## config.mk

```make
export PLATFORM = sky130hd
export DESIGN_NAME = ff_stim_driver
export DESIGN_NICKNAME = d
export VERILOG_FILES = /design/src/rtl/ff_stim_pkg.sv /design/src/rtl/ff_stim_lfsr.sv /design/src/rtl/ff_stim_driver.sv
export SDC_FILE = /design/constraint.sdc
export NUM_CORES = 1
export LEC_CHECK = 0
export ABC_CLOCK_PERIOD_IN_PS = 1800
export BUFFER_PORTS_ARGS = -buffer_cell sky130_fd_sc_hd__buf_2
export CORE_UTILIZATION = 49
export DETAILED_ROUTE_END_ITERATION = 7
export GPL_ROUTABILITY_DRIVEN = 0
export GPL_TIMING_DRIVEN = 0
export PLACE_DENSITY = 0.74
export SLEW_MARGIN = 40
export SYNTH_ARGS = -nofsm -noshare
export SYNTH_HDL_FRONTEND = slang
export SYNTH_SLANG_ARGS = --single-unit
```

## constraint.sdc

```tcl
create_clock -name clk -period 1.8 [get_ports clk]
set_clock_uncertainty 0.15 [all_clocks]
set_input_delay 0.27 -clock clk [delete_from_list [all_inputs] [get_ports clk]]
set_output_delay 0.27 -clock clk [all_outputs]
set_load 0.1 [all_outputs]
```

## src/rtl/ff_stim_pkg.sv

```systemverilog
// ff_stim_pkg: shared types and helpers for the flip-flop stimulus driver.
// FSM states, drive vector bundle, LFSR taps and seed fixup.
package ff_stim_pkg;

  typedef enum logic [2:0] {
    S_IDLE,
    S_APPLY,
    S_EDGE,
    S_SETTLE,
    S_CHECK,
    S_DONE
  } state_t;

  typedef struct packed {
    logic d;
    logic clr_n;
    logic set_n;
  } vec_t;

  localparam logic [7:0] LFSR_TAPS = 8'hB8;

  localparam vec_t VEC_IDLE  = '{d: 1'b0, clr_n: 1'b1, set_n: 1'b1};
  localparam vec_t VEC_CLEAR = '{d: 1'b0, clr_n: 1'b0, set_n: 1'b1};

  function automatic logic [7:0] fix_seed(input logic [7:0] s);
    return (s == 8'h00) ? 8'h01 : s;
  endfunction

  function automatic vec_t lfsr_vec(input logic [7:0] l);
    vec_t v;
    v.d     = l[0];
    v.set_n = ~(&l[7:5]);
    v.clr_n = |l[4:2];
    return v;
  endfunction

  function automatic logic [7:0] lfsr_step(input logic [7:0] l);
    logic [7:0] sh;
    sh = l >> 1;
    return l[0] ? (sh ^ LFSR_TAPS) : sh;
  endfunction

endpackage

```

## src/rtl/ff_stim_lfsr.sv

```systemverilog
// ff_stim_lfsr: 8-bit Galois LFSR with synchronous load and advance.
// A zero seed is replaced by 8'h01 so the register never locks up.
module ff_stim_lfsr
  import ff_stim_pkg::*;
#(
  parameter logic [7:0] SEED = 8'hA5
) (
  input  logic       clk,
  input  logic       load,
  input  logic       advance,
  output logic [7:0] state
);

  always_ff @(posedge clk) begin
    if (load) begin
      state <= fix_seed(SEED);
    end else if (advance) begin
      state <= lfsr_step(state);
    end
  end

endmodule

```

## src/rtl/ff_stim_driver.sv

```systemverilog
// ff_stim_driver: drives a D flop with async clear/set and checks q.
// Optional: FF_STIM_STOP_ON_FAIL_EN ends the run at the first mismatch.
module ff_stim_driver
  import ff_stim_pkg::*;
#(
  parameter int         N_VECTORS = 16,
  parameter int         SETTLE    = 2,
  parameter logic [7:0] SEED      = 8'hA5,
  parameter int         ERR_W     = 8
) (
  input  logic                             clk,
  input  logic                             rst_n,
  input  logic                             start,
  output logic                             busy,
  output logic                             done,
  output logic                             dut_d,
  output logic                             dut_clk,
  output logic                             dut_clr_n,
  output logic                             dut_set_n,
  input  logic                             dut_q,
  output logic                             exp_q,
  output logic                             mismatch,
  output logic [ERR_W-1:0]                 err_cnt,
  output logic [$clog2(N_VECTORS+1)-1:0]   vec_cnt
);

  localparam int VW = $clog2(N_VECTORS + 1);
  localparam int SW = (SETTLE > 1) ? $clog2(SETTLE) : 1;

  state_t        state;
  state_t        next;
  vec_t          vec;
  logic [7:0]    lfsr;
  logic [SW-1:0] set_cnt;
  logic          settle_end;
  logic          last_vec;
  logic          fail_stop;
  logic          model_q;

  ff_stim_lfsr #(
    .SEED(SEED)
  ) u_lfsr (
    .clk    (clk),
    .load   (~rst_n),
    .advance(state == S_APPLY),
    .state  (lfsr)
  );

  assign settle_end = (set_cnt == SW'(SETTLE - 1));
  assign last_vec   = (vec_cnt == VW'(N_VECTORS - 1));
  assign mismatch   = (state == S_CHECK) && (dut_q != exp_q);

`ifdef FF_STIM_STOP_ON_FAIL_EN
  assign fail_stop = mismatch;
`else
  assign fail_stop = 1'b0;
`endif

  // Golden flop: set has priority over clear, both over d.
  assign model_q = !vec.set_n ? 1'b1 :
                   !vec.clr_n ? 1'b0 : vec.d;

  assign busy      = (state != S_IDLE) && (state != S_DONE);
  assign done      = (state == S_DONE);
  assign dut_d     = vec.d;
  assign dut_clr_n = vec.clr_n;
  assign dut_set_n = vec.set_n;

  always_ff @(posedge clk) begin
    if (!rst_n) begin
      state <= S_IDLE;
    end else begin
      state <= next;
    end
  end

  always_comb begin
    next = state;
    unique case (state)
      S_IDLE:   if (start) next = S_APPLY;
      S_APPLY:  next = S_EDGE;
      S_EDGE:   next = S_SETTLE;
      S_SETTLE: if (settle_end) next = S_CHECK;
      S_CHECK:  next = (last_vec || fail_stop) ? S_DONE : S_APPLY;
      S_DONE:   next = S_IDLE;
      default:  next = S_IDLE;
    endcase
  end

  // dut_clk is registered so the generated clock never glitches.
  always_ff @(posedge clk) begin
    if (!rst_n) begin
      vec     <= VEC_IDLE;
      dut_clk <= 1'b0;
      exp_q   <= 1'b0;
      err_cnt <= '0;
      vec_cnt <= '0;
      set_cnt <= '0;
    end else begin
      dut_clk <= (next == S_EDGE) || (next == S_SETTLE) ||
                 (next == S_CHECK);
      if (next == S_APPLY) begin
        vec <= (state == S_IDLE) ? VEC_CLEAR : lfsr_vec(lfsr);
      end else if (next == S_DONE) begin
        vec <= VEC_IDLE;
      end
      if (state == S_EDGE) begin
        exp_q <= model_q;
      end
      set_cnt <= (state == S_SETTLE) ? set_cnt + 1'b1 : '0;
      if (state == S_IDLE && start) begin
        err_cnt <= '0;
        vec_cnt <= '0;
      end
      if (state == S_CHECK) begin
        vec_cnt <= vec_cnt + 1'b1;
        if (mismatch && (err_cnt != '1)) begin
          err_cnt <= err_cnt + 1'b1;
        end
      end
    end
  end

endmodule

```

Word level (Yosys, flattened, before mapping)
Index checks and enable logic that the tools add are counted.

storage, ports and cells
  input port bits = 4
  word-level logic and storage cells = 57
  latch bits = 0
  ROM bits = 0
  bits in registers = 30
  memory bits (writable) = 0
  memories kept = 0
  output and inout bits = 21

operators by class
  bitwise gates (word level) = 2
  shift-type cells = 0
  $mul = 0
  $add $sub $neg = 3
  equality and inequality tests = 14
  order comparisons = 0
  divide/modulo/power cells = 0
  muxes and demuxes = 15
  reduce and logical (&&, ||, !) cells = 13

operator list
  cell                 count
  $mux 8               4
  $mux 3               6
  $pmux 3 s5           1
  $eq 3x2->1 const B   4
  $eq 3x3->1 const B   4
  $mux 5               2
  $add 8x1->8 const B  1
  $ne 8x8->1 const B   1
  $eq 3x1->1 const B   2
  $add 5x1->5 const B  1
  $eq 5x4->1 const B   1
  $logic_and 1x1->1    4
  $not 3->4            1
  $reduce_bool 2->1    2
  $logic_not 3->1      1
  $ne 3x3->1 const B   1
  $reduce_and 3->1     1
  $reduce_bool 3->1    1
  $reduce_or 3->1      1
  $logic_or 1x1->1     2
  $mux 1               2
  $reduce_and 2->1     1
  $add 1x1->1 const B  1
  $ne 1x1->1           1
  $not 1->1            1

Depth between registers and ports, before layout
Gate-level depths: netlist of the first run.

  depth in word-level cells = 6
  gate-level depth with buffers = 6

Cells and area by module
From an unflattened synthesis of the first run, not the netlist that was laid out.

unflattened totals
  cell total of the unflattened synthesis = 159
  area, all modules = 1435.1 um^2

by module, submodules not included
  module          cells each  area each (um^2)  sequential area each (um^2)  instances
  ff_stim_driver  129         1129.8            440.4                        1
  ff_stim_lfsr    30          305.3             160.2                        1

Least setup slack after synthesis of the first run
No wires, ideal clock.

  path type = reg-to-reg
  start = reg exp_q
  end = reg err_cnt[1]
  setup slack = -790 ps
  stages on the path, launching flop included = 5
  clock period less this slack = 2590 ps
  setup time = 71 ps
  arrival = 2370 ps
  path through = dfxtp_1 > xor2_1 > and2_1 > nand3b_1 > a21oi_1

between the ends
  longest elaborated chain between the ends = 5

ends and longest elaborated chain
  element                   line                   RTL
  start: declaration        ff_stim_driver.sv:21   output logic exp_q,
  start signal: assignment  ff_stim_driver.sv:108  exp_q <= model_q;
  $ne 1x1->1                ff_stim_driver.sv:51   assign mismatch = (state == S_CHECK) && (dut_q != exp_q);
  $logic_and 1x1->1         ff_stim_driver.sv:51
  named net mismatch        ff_stim_driver.sv:22   output logic mismatch,
  $logic_and 1x1->1         ff_stim_driver.sv:117  if (mismatch && (err_cnt != '1)) begin
  $mux 8                    ff_stim_driver.sv:117
  $mux 8                    ff_stim_driver.sv:115  if (state == S_CHECK) begin
  end signal: assignment    ff_stim_driver.sv:118  err_cnt <= err_cnt + 1'b1;
  end: declaration          ff_stim_driver.sv:23   output logic [ERR_W-1:0] err_cnt,

The timed path passes the listed nets, and every way through them passes these cells.
A chain may end at the register's enable or synchronous reset.

Worst setup path in the final report of the first run
  start = reg state[2]
  end = out mismatch

between the ends
  longest elaborated chain between the ends = 2

ends and longest elaborated chain
  element                   line                  RTL
  start: declaration        ff_stim_driver.sv:30  state_t state;
  start signal: assignment  ff_stim_driver.sv:73  state <= next;
  $eq 3x3->1                ff_stim_driver.sv:51
  $logic_and 1x1->1         ff_stim_driver.sv:51
  end: declaration          ff_stim_driver.sv:22

Every way passes these cells.

==> reports/qor.json, run 1 <==
{
  "outcome": "complete, but fails checks",
  "failed_checks": "setup timing",
  "synthTopCellsByArea": "sky130_fd_sc_hd__dfxtp_1, sky130_fd_sc_hd__nand2_1, sky130_fd_sc_hd__nor2_1",
  "regToRegStartpoint": "state[1]",
  "global_route.usage.total": 0.251,
  "cell_area_power_density_mw_per_mm2": 692,
  "syn_area_per_cell_um2": 8.70,
  "worstHoldPathType": "input port to flop",
  "die_area_mm2": 0.00309,
  "antenna_found_initial": 0,
  "die_height_um": 55.6,
  "grt_max_degree": 11,
  "leakagePower_nw": 0.795,
  "standard_cell_rows": 19,
  "clk_slew_on_worst_s_h_paths_ns": 0.11,
  "clock_tree.buffer_depth": 2,
  "layout.core_utilization": 0.734,
  "clockRootBuffer": "sky130_fd_sc_hd__clkbuf_4",
  "fp.coreArea_mm2": 0.00273,
  "drcViolationCount": 0,
  "cts_buf_count": 5,
  "layout-drive-gt1-share": 0.448,
  "synth.yosys.seq_area_share": 0.426,
  "layout.nets": 216,
  "ys_seq_elements": 30,
  "reg2reg_slack_ns": -0.05,
  "worst_hold_path_endpoint": "vec_cnt[3]",
  "tightestPinTransition_ns": 0.575,
  "cts_tree": "built",
  "critical_path.reg2reg.endpoint": "vec_cnt[4]",
  "drt_iter0_markers": 103,
  "post_synth_instance_area_mm2": 0.00141,
  "hold_violations": 0,
  "gr-total-overflow": 0,
  "max-slew-margin-rel": 0.617,
  "die_width_um": 55.6,
  "setup_repair_after_global_routing_missed_its_margin": "yes",
  "num_vias": 1397,
  "global_route_wire_length_before_repair_um": 5950,
  "hold_path_startpoint": "rst_n",
  "tns_ns": -0.267,
  "ant_nets": 0,
  "report.final.slew_viol_count": 0,
  "post_drt_via_cell_ratio": 5.80,
  "worst_ir_drop_vdd_mv": 0.670,
  "fmax_mhz": 532,
  "area.growth.synth_to_final_pct": 42.5,
  "cp_max_fo": 7,
  "drt-pass1-iter-count": 4,
  "yosys_warnings": 0,
  "cap_viol_max_count": 0,
  "setup_viol": 10,
  "cts_hold_buf": 0,
  "synthFlopType": "sky130_fd_sc_hd__dfxtp_1",
  "critPathArrivalTime_ns": 1.46,
  "asyncSetResetFlopFracSynth": 0,
  "worst_slack_at_placement_ns": -0.221,
  "hold_path_depth": 3,
  "fillerInstances": 194,
  "reg2regPathDepth": 6,
  "syn-instance-count": 162,
  "synth_cell_type_count": 44,
  "grt_pass1_vias": 1305,
  "clkLatencyLatePin_ns": 0.35,
  "setup.worst_path.class": "flop to output pin",
  "hpwlAfterDp_um": 2290,
  "timing.critical_path.required_ns": 1.38,
  "number_of_levels_the_h_tree_was_split_into": 2,
  "synth_top_area_frac": 0.426,
  "final.period_utilization": 1.04,
  "wl_per_cell_um": 16.2,
  "drt_wl_total_um": 3920,
  "synth.largest_area_cell": "sky130_fd_sc_hd__dfxtp_1",
  "place.port_buffers": 24,
  "synth_fp_nets": 169,
  "endpoint_type_of_the_worst_setup_path": "output pin",
  "synth_enable_flop_cells": 0,
  "setup.worst_path.start_class": "flop",
  "io_pins": 25,
  "initial_utilization": 0.515,
  "clock-sinks": 30,
  "n_antenna_cell": 0,
  "fin_crit_ns": 1.88,
  "final_critical_path_setup_slack_ns": -0.0805
}
[worst max path at each step]
stage / startpoint / endpoint / depth (start not counted) / slack, ns
2_1_floorplan: err_cnt[1] / err_cnt[6] / 5 / -0.11
3_3_place_gp: state[2] / err_cnt[7] / 5 / -0.19
3_5_place_dp: state[2] / err_cnt[7] / 5 / -0.22
4_1_cts: state[1] / err_cnt[7] / 7 / -0.05
5_1_grt: state[2] / mismatch / 4 / -0.12
6_report: state[2] / mismatch / 4 / -0.08
[cells in the mapped netlist, types with 2 or more instances]
library cell and count:
sky130_fd_sc_hd__buf_6 2, sky130_fd_sc_hd__nor3_1 4, sky130_fd_sc_hd__o2111ai_1 4, sky130_fd_sc_hd__and2_1 2
sky130_fd_sc_hd__o211ai_1 2, sky130_fd_sc_hd__a31oi_1 2, sky130_fd_sc_hd__nand3b_1 2, sky130_fd_sc_hd__inv_1 3
sky130_fd_sc_hd__o31ai_1 3, sky130_fd_sc_hd__a211oi_1 3, sky130_fd_sc_hd__nand3_1 9, sky130_fd_sc_hd__o41ai_1 2
sky130_fd_sc_hd__clkbuf_1 5, sky130_fd_sc_hd__o21ai_0 6, sky130_fd_sc_hd__dfxtp_1 30, sky130_fd_sc_hd__ha_1 3
sky130_fd_sc_hd__nand2_1 22, sky130_fd_sc_hd__nor2_1 16, sky130_fd_sc_hd__and3_1 4, sky130_fd_sc_hd__or4b_1 2
sky130_fd_sc_hd__xnor2_1 4, sky130_fd_sc_hd__mux2_2 2, sky130_fd_sc_hd__a21oi_1 9
[sequential cells by signal, indices dropped and copies added, names as in the netlist]
register,count
dut_clk,1
dut_clr_n,1
dut_d,1
dut_set_n,1
err_cnt,8
exp_q,1
set_cnt,1
state,3
u_lfsr.state,8
vec_cnt,5
[final cells by class]
cell class | instances | area, um2 | area share
clock buffer | 5 | 37.5 | 0.0187
tap | 31 | 38.8 | 0.0193
multi-input combinational | 119 | 893 | 0.445
timing repair buffer | 40 | 284 | 0.142
buffer | 9 | 72.6 | 0.0362
inverter | 4 | 18.8 | 0.00935
clock inverter | 3 | 15.0 | 0.00748
sequential | 30 | 647 | 0.322
[where the power goes]
group,internal [mW],switching [mW],leakage (nW)
clock,0.146,0.257,0.0329
sequential,0.679,0.0210,0.255
combinational,0.0973,0.188,0.506
total,0.922,0.466,0.795
[repair_timing]
| action | CTS | global route |
|---|---|---|
| endpoints found under the hold margin | 0 | 0 |
| cloned | 1 | 0 |
| setup endpoints to repair | 16 | 17 |
| pin swaps | 11 | 6 |
| buffers inserted | 11 | 5 |
| resized for setup | 27 | 22 |
[cells by family after synthesis]
kind of cell,share of synthesized area
simple gates,0.278
compound gates,0.166
flops,0.426
buf+inv,0.0488
xor+xnor,0.0311
mux,0.0231
fa+ha+maj,0.0266
[worst max-delay path, cell delays in order, from the launching register on]
cell and delay [ns]:
sky130_fd_sc_hd__dfxtp_2 0.35, sky130_fd_sc_hd__buf_6 0.12, sky130_fd_sc_hd__nor3b_4 0.25, sky130_fd_sc_hd__and2_4 0.21, sky130_fd_sc_hd__buf_12 0.17
[per-stage QoR]
step | area, um2 | hold WS [ns] | cells | total power [mW]
final | 2010 | 0.0675 | 241 | 1.39
after global routing | 2010 | 0.0690 | 241 | 1.45
after CTS | 1890 | 0.0653 | 237 | 1.36
after detailed placement | 1640 | 0.286 | 217 | 0.940
after global placement | 1640 | 0.279 | 217 | 0.933
after floorplan | 1490 | 0.251 | 162 | 0.893
[placed cells by master, fill, tap and decap left out, types with 3 or more instances in the layout]
master	n
sky130_fd_sc_hd__dfxtp_1	13
sky130_fd_sc_hd__nor3_1	4
sky130_fd_sc_hd__nor2_1	15
sky130_fd_sc_hd__clkbuf_1	3
sky130_fd_sc_hd__o31ai_1	3
sky130_fd_sc_hd__nand3_1	6
sky130_fd_sc_hd__o21ai_0	5
sky130_fd_sc_hd__a21oi_1	6
sky130_fd_sc_hd__clkbuf_4	6
sky130_fd_sc_hd__xnor2_1	4
sky130_fd_sc_hd__and3_1	3
sky130_fd_sc_hd__dfxtp_4	10
sky130_fd_sc_hd__buf_2	21
sky130_fd_sc_hd__buf_4	14
sky130_fd_sc_hd__buf_6	6
sky130_fd_sc_hd__a21oi_2	3
sky130_fd_sc_hd__nand2_1	21
sky130_fd_sc_hd__dfxtp_2	7
[metal layers]
metal  vias to the layer above  part of all wire  GRT usage
met5                         -                 0          0
met4                         0             0.012      0.100
met3                         7             0.044     0.0744
met2                        42              0.48      0.411
met1                       665              0.47      0.308
li1                        683                 -          -
(Power assumes the default switching activity.)
==> inputs of run 2 (changes only) <==
- REMOVE_ABC_BUFFERS: unset -> 1
==> run 2 against run 1 <==
Against the previous run:
- the run still ends with setup timing left
- final cell count down 6.2%
- power fell by 1.8%
- worst hold slack gained 0.067 ns
- clock power is 3% higher
- die area did not move
- register-to-register slack worse by 0.03 ns
- sequential share of layout area rose by 2.9 points
- sequential cell count stayed put
- via count decreased by 6.2%
- non-clock buffer count down 15
- global-route usage shrank 4.1 points
- first-iteration DRC count shrank 21%
==> reports/qor.json, run 2 (synthesized netlist as in run 1, its figures left out) <==
{
  "layout.nets": 201,
  "path_cells": "or3b_4 -> or4b_4 -> o2111ai_2 -> o31ai_1",
  "crit_slowest_cell": "sky130_fd_sc_hd__or4b_4",
  "combPwrFrac": 0.165,
  "drt_wl_total_um": 3350,
  "worst_ir_drop_vdd_mv": 0.646,
  "place.port_buffers": 24,
  "failed_checks": "setup timing",
  "die_area_mm2": 0.00309,
  "cellInternalPower_uw": 949,
  "hold_violations": 0,
  "cell_class_contributing_the_biggest_share_of_worst_path_delay": "simple AND/OR/NAND/NOR gates",
  "timing.critical_path.required_ns": 1.87,
  "clk_slew_on_worst_s_h_paths_ns": 0.10,
  "final_critical_path_setup_slack_ns": -0.0812,
  "reg.largest.list": "err_cnt (8), u_lfsr.state (8), vec_cnt (5)",
  "grt_max_degree": 20,
  "report.final.slew_viol_count": 0,
  "ant_nets": 0,
  "antenna_found_initial": 0,
  "standard_cell_rows": 19,
  "cp_max_fo": 8,
  "max-slew-margin-rel": 0.605,
  "area.growth.synth_to_final_pct": 24.3,
  "power.clock.fraction": 0.305,
  "netSwitchingPower_uw": 415,
  "cap_viol_max_count": 0,
  "sw_frac_of_total": 0.304,
  "worst_slack_at_placement_ns": -0.451,
  "die_height_um": 55.6,
  "drcViolationCount": 0,
  "outcome": "complete, but fails checks",
  "wl_per_cell_um": 14.8,
  "clockRootBuffer": "sky130_fd_sc_hd__clkbuf_4",
  "clock_tree.buffer_depth": 2,
  "endpoint_type_of_the_worst_setup_path": "flop",
  "cell_area_power_density_mw_per_mm2": 779,
  "num_vias": 1311,
  "n_antenna_cell": 0,
  "drt_iter0_markers": 81,
  "clkLatencyLatePin_ns": 0.33,
  "critPathMaxStageDelay_ns": 0.54,
  "fmax_mhz": 532,
  "setup.worst_path.class": "flop to flop",
  "die_width_um": 55.6,
  "hpwlAfterDp_um": 2040,
  "worstHoldPathType": "input port to flop",
  "post_drt_via_cell_ratio": 5.80,
  "layout-drive-gt1-share": 0.308,
  "gr-total-overflow": 0,
  "leakagePower_nw": 0.709,
  "number_of_levels_the_h_tree_was_split_into": 2,
  "initial_utilization": 0.515,
  "clock-sinks": 30,
  "placed_cell_area_mm2": 0.00151,
  "setup_viol": 1,
  "tightestPinTransition_ns": 0.589,
  "cp_bufs_invs": 0,
  "seq_power_share": 0.531,
  "grt_pass1_vias": 1172,
  "global_route.usage.total": 0.210,
  "cts_buf_count": 5,
  "fp.coreArea_mm2": 0.00273,
  "highest_count_cells_in_the_layout_ignoring_fill_and_taps": "sky130_fd_sc_hd__dfxtp_1, sky130_fd_sc_hd__nand2_1, sky130_fd_sc_hd__buf_2",
  "tns_ns": -0.0812,
  "setup_repair_after_global_routing_missed_its_margin": "yes",
  "fin_crit_ns": 1.88,
  "most_common_cell_after_layout_fill_and_taps_aside": "sky130_fd_sc_hd__dfxtp_1",
  "cts_tree": "built",
  "finish.instance_area_mm2": 0.00175,
  "global_route_wire_length_before_repair_um": 5100,
  "drt-pass1-iter-count": 4,
  "critPathArrivalTime_ns": 1.95,
  "final.period_utilization": 1.05,
  "io_pins": 25,
  "finalPower_mw": 1.36,
  "setup.worst_path.start_class": "flop"
}
-- run 2: cell types whose count changed in the layout (fill, tap and decap cells not counted), moves of 3 or more --
cell,change
sky130_fd_sc_hd__a21oi_1,+3
sky130_fd_sc_hd__buf_6,-4
sky130_fd_sc_hd__dfxtp_4,-7
sky130_fd_sc_hd__dfxtp_2,-4
sky130_fd_sc_hd__a21oi_2,-3
sky130_fd_sc_hd__dfxtp_1,+11
sky130_fd_sc_hd__buf_4,-4
-- run 2: final timing paths --
path / slack (ns) / end / depth (start not counted) / start
min reg2reg: 0.32 / u_lfsr.state[1] / 2 / u_lfsr.state[1]
min: 0.13 / u_lfsr.state[7] / 2 / rst_n
max: -0.08 / err_cnt[6] / 4 / state[1]
max reg2reg: -0.08 / err_cnt[6] / 4 / state[1]
-- run 2: power by group through the flow --
stage / combinational, mW / clock, mW / sequential, mW
5_1_grt: 0.241 / 0.455 / 0.728
6_report: 0.225 / 0.416 / 0.724
4_1_cts: 0.200 / 0.422 / 0.727
3_5_place_dp: 0.193 / 0 / 0.742
3_3_place_gp: 0.190 / 0 / 0.739
2_1_floorplan: 0.111 / 0 / 0.781
-- run 2: worst reg2reg max path: cells and delay by family (launching register included) --
family | cells | cell delay, ns
flops | 1 | 0.39
compound gates | 2 | 0.27
simple gates | 2 | 0.97
-- run 2: what timing repair did --
item,CTS,global route
buffers inserted,3,7
endpoints found under the setup margin,19,10
hold buffers,0,0
resized for setup,16,12
pin swaps,1,3
-- run 2: routing by layer --
metal	part of all wire	global-route usage	wire, um
met1	0.45	0.256	1500
met2	0.50	0.348	1670
met3	0.039	0.0581	131
met4	0.014	0.0893	46
met5	0	0	0
-- run 2: layout make-up --
type | instances | area (um2)
clock inverter | 1 | 5.00
multi-input combinational | 119 | 800
tap | 31 | 38.8
sequential | 30 | 616
clock buffer | 7 | 55.1
inverter | 4 | 15.0
fill | 218 | 982
timing repair buffer | 34 | 223
-- run 2: through the flow --
step	util	std cells	hold slack, ns
after floorplan	-	153	0.192
after global placement	0.554	208	0.294
after detailed placement	0.554	208	0.314
after CTS	0.602	219	0.129
after global routing	0.641	226	0.128
final	0.641	226	0.135
